**src/rtl/cnn_pkg.sv**
```systemverilog
// Shared definitions for the CNN job controller: state encodings,
// output-geometry helpers and the default MAC timeout.
package cnn_pkg;

    localparam int unsigned DEF_TIMEOUT = 1024;

    // FSM state encodings (legacy-compatible constants).
    typedef logic [2:0] state_t;
    localparam state_t ST_IDLE    = 3'd0;
    localparam state_t ST_ISSUE   = 3'd1;
    localparam state_t ST_GUARD   = 3'd2;
    localparam state_t ST_WAIT    = 3'd3;
    localparam state_t ST_ADVANCE = 3'd4;
    localparam state_t ST_FIN     = 3'd5;

    // Number of valid window positions along one image edge.
    function automatic int unsigned out_dim(input int unsigned img, input int unsigned n);
        return img - n + 1;
    endfunction

    // Total MAC jobs for one run.
    function automatic int unsigned job_count(input int unsigned ow, input int unsigned oh,
                                              input int unsigned filters);
        return ow * oh * filters;
    endfunction

    // Index width for a range of n values; never zero so degenerate
    // (single-position) dimensions still get a real 1-bit port.
    function automatic int unsigned idx_w(input int unsigned n);
        return (n <= 1) ? 1 : $clog2(n);
    endfunction

endpackage

```
**src/rtl/mac_job_ctrl_if.sv**
```systemverilog
// MAC-facing start/ready handshake plus the window/filter indices of the
// job in flight. master = job controller, slave = MAC.
interface mac_job_ctrl_if
    import cnn_pkg::*;
#(
    parameter int unsigned N       = 4,
    parameter int unsigned IMG_W   = 6,
    parameter int unsigned IMG_H   = 6,
    parameter int unsigned FILTERS = 2
) ();

    localparam int unsigned ROW_W  = idx_w(out_dim(IMG_H, N));
    localparam int unsigned COL_W  = idx_w(out_dim(IMG_W, N));
    localparam int unsigned FILT_W = idx_w(FILTERS);

    logic              mac_start;
    logic              mac_ready;
    logic [ROW_W-1:0]  win_row;
    logic [COL_W-1:0]  win_col;
    logic [FILT_W-1:0] filt_idx;

    modport master (output mac_start, win_row, win_col, filt_idx, input mac_ready);
    modport slave  (input mac_start, win_row, win_col, filt_idx, output mac_ready);

endinterface

```
**src/rtl/mac_idx_counter.sv**
```systemverilog
// Three-level job index counter: column fastest, then row, then filter.
// Holds at the final position; o_last flags that the current job is the last.
module mac_idx_counter
    import cnn_pkg::*;
#(
    parameter int unsigned OUT_W   = 3,
    parameter int unsigned OUT_H   = 3,
    parameter int unsigned FILTERS = 2,
    localparam int unsigned COL_W  = idx_w(OUT_W),
    localparam int unsigned ROW_W  = idx_w(OUT_H),
    localparam int unsigned FILT_W = idx_w(FILTERS)
)
(
    input  logic              clk,
    input  logic              reset,
    input  logic              i_clr,
    input  logic              i_inc,
    output logic [ROW_W-1:0]  o_row,
    output logic [COL_W-1:0]  o_col,
    output logic [FILT_W-1:0] o_filt,
    output logic              o_last
);

    localparam logic [COL_W-1:0]  COL_MAX  = COL_W'(OUT_W - 1);
    localparam logic [ROW_W-1:0]  ROW_MAX  = ROW_W'(OUT_H - 1);
    localparam logic [FILT_W-1:0] FILT_MAX = FILT_W'(FILTERS - 1);

    logic [ROW_W-1:0]  r_row;
    logic [COL_W-1:0]  r_col;
    logic [FILT_W-1:0] r_filt;
    logic              w_col_max;
    logic              w_row_max;
    logic              w_filt_max;
    logic              w_last;

    assign w_col_max  = (r_col == COL_MAX);
    assign w_row_max  = (r_row == ROW_MAX);
    assign w_filt_max = (r_filt == FILT_MAX);
    assign w_last     = w_col_max && w_row_max && w_filt_max;

    // Carry-chained increment; the final position holds instead of wrapping.
    always_ff @(posedge clk) begin
        if (reset || i_clr) begin
            r_row  <= '0;
            r_col  <= '0;
            r_filt <= '0;
        end else if (i_inc && !w_last) begin
            if (!w_col_max) begin
                r_col <= r_col + 1'b1;
            end else begin
                r_col <= '0;
                if (!w_row_max) begin
                    r_row <= r_row + 1'b1;
                end else begin
                    r_row  <= '0;
                    r_filt <= r_filt + 1'b1;
                end
            end
        end
    end

    assign o_row  = r_row;
    assign o_col  = r_col;
    assign o_filt = r_filt;
    assign o_last = w_last;

endmodule

```
**src/rtl/mac_job_ctrl.sv**
```systemverilog
// MAC job initiator: on go, walks every window position of every filter,
// pulses mac_start once per job and waits for mac_ready before advancing.
// Optional feature macro: MAC_TIMEOUT_EN (per-job WAIT timeout with sticky err).
module mac_job_ctrl
    import cnn_pkg::*;
#(
    parameter int unsigned N       = 4,
    parameter int unsigned IMG_W   = 6,
    parameter int unsigned IMG_H   = 6,
    parameter int unsigned FILTERS = 2,
    parameter int unsigned TIMEOUT = DEF_TIMEOUT,
    localparam int unsigned OUT_W  = out_dim(IMG_W, N),
    localparam int unsigned OUT_H  = out_dim(IMG_H, N),
    localparam int unsigned JOBS   = job_count(OUT_W, OUT_H, FILTERS),
    localparam int unsigned JD_W   = idx_w(JOBS + 1)
)
(
    input  logic            clk,
    input  logic            reset,
    input  logic            go,
    output logic            busy,
    output logic            done,
    output logic            err,
    mac_job_ctrl_if.master  mac,
    output logic [JD_W-1:0] jobs_done
);

    localparam int unsigned ROW_W  = idx_w(OUT_H);
    localparam int unsigned COL_W  = idx_w(OUT_W);
    localparam int unsigned FILT_W = idx_w(FILTERS);

    state_t            r_state;
    state_t            w_next;
    logic [JD_W-1:0]   r_jobs;
    logic              w_clr;
    logic              w_inc;
    logic              w_last;
    logic              w_timeout;
    logic [ROW_W-1:0]  w_row;
    logic [COL_W-1:0]  w_col;
    logic [FILT_W-1:0] w_filt;

    assign w_clr = (r_state == ST_IDLE) && go;
    assign w_inc = (r_state == ST_ADVANCE);

    mac_idx_counter #(
        .OUT_W   (OUT_W),
        .OUT_H   (OUT_H),
        .FILTERS (FILTERS)
    ) u_idx (
        .clk    (clk),
        .reset  (reset),
        .i_clr  (w_clr),
        .i_inc  (w_inc),
        .o_row  (w_row),
        .o_col  (w_col),
        .o_filt (w_filt),
        .o_last (w_last)
    );

`ifdef MAC_TIMEOUT_EN
    localparam int unsigned CNT_W = idx_w(TIMEOUT);

    logic [CNT_W-1:0] r_wcnt;
    logic             r_err;

    // Timeout fires on the TIMEOUT-th consecutive WAIT cycle without ready.
    assign w_timeout = (r_state == ST_WAIT) && !mac.mac_ready &&
                       (r_wcnt == CNT_W'(TIMEOUT - 1));

    // WAIT-cycle counter, cleared in GUARD so it starts at 0 on WAIT entry.
    always_ff @(posedge clk) begin
        if (reset || (r_state == ST_GUARD)) begin
            r_wcnt <= '0;
        end else if (r_state == ST_WAIT) begin
            r_wcnt <= r_wcnt + 1'b1;
        end
    end

    // Sticky error flag, cleared only when a new run is accepted.
    always_ff @(posedge clk) begin
        if (reset || w_clr) begin
            r_err <= 1'b0;
        end else if (w_timeout) begin
            r_err <= 1'b1;
        end
    end

    assign err = r_err;
`else
    assign w_timeout = 1'b0;
    assign err       = 1'b0;
`endif

    // Next-state logic for the job walk.
    always_comb begin
        w_next = r_state;
        case (r_state)
            ST_IDLE:    if (go) w_next = ST_ISSUE;
            ST_ISSUE:   w_next = ST_GUARD;
            ST_GUARD:   w_next = ST_WAIT;
            ST_WAIT: begin
                if (mac.mac_ready)  w_next = ST_ADVANCE;
                else if (w_timeout) w_next = ST_FIN;
            end
            ST_ADVANCE: w_next = w_last ? ST_FIN : ST_ISSUE;
            ST_FIN:     w_next = ST_IDLE;
            default:    w_next = ST_IDLE;
        endcase
    end

    // State register.
    always_ff @(posedge clk) begin
        if (reset) begin
            r_state <= ST_IDLE;
        end else begin
            r_state <= w_next;
        end
    end

    // Completed-job count for the current run.
    always_ff @(posedge clk) begin
        if (reset || w_clr) begin
            r_jobs <= '0;
        end else if (w_inc) begin
            r_jobs <= r_jobs + 1'b1;
        end
    end

    assign busy          = (r_state != ST_IDLE);
    assign done          = (r_state == ST_FIN);
    assign mac.mac_start = (r_state == ST_ISSUE);
    assign mac.win_row   = w_row;
    assign mac.win_col   = w_col;
    assign mac.filt_idx  = w_filt;
    assign jobs_done     = r_jobs;

endmodule

```
**src/flat_wrapper.sv**
```systemverilog
// flat-port wrapper written by rule: the top's interface ports become plain ports
module mac_job_ctrl_flat import cnn_pkg::*;
#(
    parameter int unsigned N       = 4,
    parameter int unsigned IMG_W   = 6,
    parameter int unsigned IMG_H   = 6,
    parameter int unsigned FILTERS = 2,
    parameter int unsigned TIMEOUT = DEF_TIMEOUT,
    localparam int unsigned OUT_W  = out_dim(IMG_W, N),
    localparam int unsigned OUT_H  = out_dim(IMG_H, N),
    localparam int unsigned JOBS   = job_count(OUT_W, OUT_H, FILTERS),
    localparam int unsigned JD_W   = idx_w(JOBS + 1)
)
  (clk, reset, go, busy, done, err, jobs_done, mac_mac_start, mac_win_row, mac_win_col, mac_filt_idx, mac_mac_ready);
  mac_job_ctrl_if #(.N(N), .IMG_W(IMG_W), .IMG_H(IMG_H), .FILTERS(FILTERS)) mac_i ();
  input  logic clk;
  input  logic reset;
  input  logic go;
  output logic busy;
  output logic done;
  output logic err;
  output logic [JD_W-1:0] jobs_done;
  output wire logic [$bits(mac_i.mac_start)-1:0] mac_mac_start;
  output wire logic [$bits(mac_i.win_row)-1:0] mac_win_row;
  output wire logic [$bits(mac_i.win_col)-1:0] mac_win_col;
  output wire logic [$bits(mac_i.filt_idx)-1:0] mac_filt_idx;
  input wire logic [$bits(mac_i.mac_ready)-1:0] mac_mac_ready;
  assign mac_mac_start = mac_i.mac_start;
  assign mac_win_row = mac_i.win_row;
  assign mac_win_col = mac_i.win_col;
  assign mac_filt_idx = mac_i.filt_idx;
  assign mac_i.mac_ready = mac_mac_ready;
  mac_job_ctrl #(.N(N), .IMG_W(IMG_W), .IMG_H(IMG_H), .FILTERS(FILTERS), .TIMEOUT(TIMEOUT)) u_core (.clk(clk), .reset(reset), .go(go), .busy(busy), .done(done), .err(err), .mac(mac_i), .jobs_done(jobs_done));
endmodule
```
**config.mk**
```make
export PLATFORM = sky130hd
export DESIGN_NAME = mac_job_ctrl_flat
export DESIGN_NICKNAME = d
export VERILOG_FILES = /design/src/rtl/cnn_pkg.sv /design/src/rtl/mac_job_ctrl_if.sv /design/src/rtl/mac_idx_counter.sv /design/src/rtl/mac_job_ctrl.sv /design/src/flat_wrapper.sv
export SDC_FILE = /design/constraint.sdc
export NUM_CORES = 1
export LEC_CHECK = 0
export BUFFER_PORTS_ARGS = -buffer_cell sky130_fd_sc_hd__buf_2
export CAP_MARGIN = 20
export CORE_UTILIZATION = 45
export CTS_BUF_LIST = sky130_fd_sc_hd__clkbuf_8
export DETAILED_ROUTE_END_ITERATION = 12
export GPL_TIMING_DRIVEN = 1
export PLACE_DENSITY = 0.69
export SLEW_MARGIN = 40
export SYNTH_ARGS = -nofsm -noshare
export SYNTH_HDL_FRONTEND = slang
export SYNTH_SLANG_ARGS = --single-unit
```
**constraint.sdc**
```tcl
create_clock -name clk -period 1.6 [get_ports clk]
set_clock_uncertainty 0.1 [all_clocks]
set_input_delay 0.16 -clock clk [delete_from_list [all_inputs] [get_ports clk]]
set_output_delay 0.16 -clock clk [all_outputs]
set_load 0.02 [all_outputs]
```
==> out/qor_table.md <==
| Item | Reported | Unit |
|:---|:---|:---|
| Clock sink total | 13 | - |
| Count of vias placed by the detailed router | 607 | - |
| Instance area at placement | 778.2 | µm² |
| Max_cap viols | 0 | - |
| Area enclosed by the die boundary | 0.001631 | mm² |
| Layout Utilization | 0.6210 | - |
| PortBufs | 16 | - |
| Number of nets in the synthesized netlist | 82 | - |
| Synthesized area per cell | 8.612 | µm² |
| Cells after synthesis | 77 | - |
| Source-to-sink clock delay at the later pin of the worst-skew pair | 0.24 | ns |
| RR Startpoint | u_core.r_state[0] | - |
| Worst IR drop on VDD | 0.6121 | mV |
| Floorplan die height | 40.39 | µm |
| Number of hold-repair buffers added at the cts stage | 0 | - |
| Critical Path Start Type | flip-flop | - |
| Required time worst endpoint | 1.34 | ns |
| Detailed route wirelength on metal3 | 34 | µm |
| Yosys warns | 0 | - |
| Layout cell share with drive strength beyond 1 | 0.3333 | - |
| TritonCTS clock tree | yes | - |
| Leakage Power | 0.3412 | nW |
| Number of antenna violations at the first check in global routing | 0 | - |
| Area contributors post-synth | sky130_fd_sc_hd__dfxtp_1, sky130_fd_sc_hd__or3_1, sky130_fd_sc_hd__a21oi_1, sky130_fd_sc_hd__buf_6, sky130_fd_sc_hd__nand2_1 | - |
| Tightest Hold Check Type | in -> reg | - |
| Clock transition at the register clock pins on the worst setup and hold paths after CTS | 0.05 | ns |
| Grt ovf | 0 | - |
| Time the worst path needs with I/O delays and setup | 1.515 | ns |
| Global placer's final weighted congestion | 0.7466 | - |
| Diode insertion count for antenna repair | 0 | - |
| Number of nets still failing antenna checks after routing | 0 | - |
| Synthesis-stage register bit count | 13 | - |
| Synth unique cells | 34 | - |
| Per-cell via count in the routed design | 5.325 | - |
| Period Utilization, post-route | 0.9472 | - |
| Total iterations of the first detailed-routing run | 4 | - |
| Total non-filler cell area in the finished layout | 828.3 | µm² |
| Setup bufs post-CTS | 0 | - |
| Outcome | completed | - |
| Pwr dens | 940.1 | mW/mm² |
| Die width | 40.39 | µm |
| DRC | 0 | - |
| Cell Chain, Critical Path | buf_4, or3_4, buf_2 | - |
| Max FO, Critical Path | 9 | - |
| Max Used Layer | met3 | - |
| Start point of the critical path | u_core.r_state[2] | - |
| Buffers from clock root to sink, at most | 2 | - |
| First-iteration detailed-routing DRC count | 6 | - |
| Initial standard-cell utilization of the core | 0.4972 | - |
| Post-Synthesis Cell Area | 663.1 | µm² |
| Setup violations, final | 0 | - |
| Relative area change from synthesis to final layout | 24.91 | % |
| Setup repair after global routing missed its margin | false | - |
| Layout net count | 105 | - |
| Max frequency | 659.9 | MHz |
| Floorplan core area | 0.001334 | mm² |
| Worst setup margin | 0.08453 | ns |
| Worst Path Arrival | 1.26 | ns |
| Slowest CP cell | sky130_fd_sc_hd__or3_4 | - |
| Final-report hold violation count | 0 | - |
| Pins over their slew limit | 0 | - |
| Number of clock buffers inserted by TritonCTS | 3 | - |
| Placed cells | 110 | - |
| Root buffer selected by CTS | sky130_fd_sc_hd__clkbuf_8 | - |
| Sort of element at the end of the critical path | primary output | - |
| Portion of the post-synthesis area used by sequential elements | 0.3925 | - |
| Number of cell rows | 13 | - |
| Overall power | 0.7786 | mW |
| Non-Filler Instances | 114 | - |
| Portion of synthesized cell area occupied by the leading cell type | 0.3925 | - |
| Vias in the first global route | 502 | - |
| Minimum setup slack after placement | 0.1109 | ns |
| Largest net degree at the start of global routing | 13 | - |
| Routed length on met1 | 624 | µm |
| WL/cell | 10.96 | µm |
| Global-route wire length before repair | 2104 | µm |
| Kind of critical path | reg -> out | - |
| Dominant cell type by area after synthesis | sky130_fd_sc_hd__dfxtp_1 | - |
| Met2 routed WL | 590 | µm |
| Total wire length | 1249 | µm |
| Crit-path max cell delay | 0.39 | ns |
| Deepest level of the CTS H-tree | 1 | - |
| All-layer global routing usage | 0.1968 | - |
| Top-level port count | 18 | - |
| Half-perimeter wire length after placement | 947.7 | µm |
| Filler Cell Count | 121 | - |
| Start point of the worst min-delay path | mac_mac_ready | - |
flip-flops by register name, indices dropped and copies added, names as in the netlist:
register and flops:
u_core.jobs_done 5, u_core.r_state 3, u_core.u_idx.o_filt 1, u_core.u_idx.o_col 2
u_core.u_idx.o_row 2
layout make-up:
cell class,instances,area (µm²),share of cell area
clock inverter,1,3.754,0.004532
sequential,13,261.5,0.3157
inverter,5,18.77,0.02266
multi-input combinational,54,351.6,0.4245
timing repair buffer,23,132.6,0.1601
tap,15,18.77,0.02266
clock buffer,3,41.29,0.04985
final timing paths:
| kind | to | slack [ns] | depth (start not counted) |
|---|---|---|---|
| worst max-delay path | busy | 0.08 | 3 |
| worst min register to register | u_core.jobs_done[4] | 0.38 | 2 |
| worst min-delay path | u_core.r_state[1] | 0.04 | 2 |
| worst max register to register | u_core.u_idx.o_row[0] | 0.10 | 3 |
Yosys cell counts (all sizes together):
cell and n:
nor4bb 1, a21boi 1, inv 5, a2111oi 1, nand2b 2, or3b 1, or4 1, a41oi 1
a221oi 1, nand2 6, xnor2 1, o21ai 6, a22oi 1, clkbuf 2, ha 1, a311oi 1
nand3 1, dfxtp 13, or3 7, buf 3, o21bai 1, nor2 4, nor3 1, nand4bb 1
a21oi 8, a21o 1, a31oi 1, conb 1, nor3b 3
layer usage:
layer | global-route usage | up-vias
met4 | 0.05000 | 0
met2 | 0.3452 | 11
met5 | 0 | -
li1 | - | 317
met1 | 0.2349 | 279
met3 | 0.05000 | 0
critical path, delay by kind of cell (launching register included):
kind / cells / cell delay (ns)
simple gates: 1 / 0.39
buf+inv: 2 / 0.32
flops: 1 / 0.31
stage by stage:
| step | hold slack, ns | TNS (ns) |
|---|---|---|
| global route | 0.03900 | 0 |
| global placement | 0.2726 | 0 |
| finish | 0.04223 | 0 |
| floorplan | 0.1312 | -0.002482 |
| CTS | 0.03542 | 0 |
| detailed placement | 0.2839 | 0 |
power breakdown:
part	internal (mW)	switching (mW)	total [mW]
Clock	0.169	0.110	0.279
Combinational	0.0673	0.0870	0.154
Sequential	0.337	0.00815	0.345
Total	0.573	0.206	0.779
cell usage in the layout, fill, tap and decap left out, types with 2 or more instances in the layout:
cell type	count
sky130_fd_sc_hd__buf_2	16
sky130_fd_sc_hd__dfxtp_1	12
sky130_fd_sc_hd__a21oi_1	7
sky130_fd_sc_hd__buf_4	7
sky130_fd_sc_hd__or3_1	6
sky130_fd_sc_hd__nand2_1	6
sky130_fd_sc_hd__inv_1	5
sky130_fd_sc_hd__nor2_1	4
sky130_fd_sc_hd__o21ai_1	3
sky130_fd_sc_hd__o21ai_0	3
sky130_fd_sc_hd__clkbuf_8	3
sky130_fd_sc_hd__nor3b_1	2
sky130_fd_sc_hd__nand2b_1	2
kinds of logic (layout without fill, tap and decap cells):
kind of cell / count (synthesis) / in the layout / share of synthesized area
AND/OR/NAND/NOR: 28 / 28 / 0.2603
AO/OA/AOI/OAI: 23 / 23 / 0.2245
flip-flops: 13 / 13 / 0.3925
buffers and inverters: 10 / 32 / 0.08490
adder cells (fa/ha/maj): 1 / 1 / 0.01886
other: 1 / 1 / 0.005655
XOR/XNOR: 1 / 1 / 0.01321
repair_timing:
item                                   in CTS  in global routing
endpoints found under the hold margin       0                  0
gates resized for setup                     0                  1
setup endpoints to repair                   0                  1
Note: power is estimated with default switching activity, not from simulation.
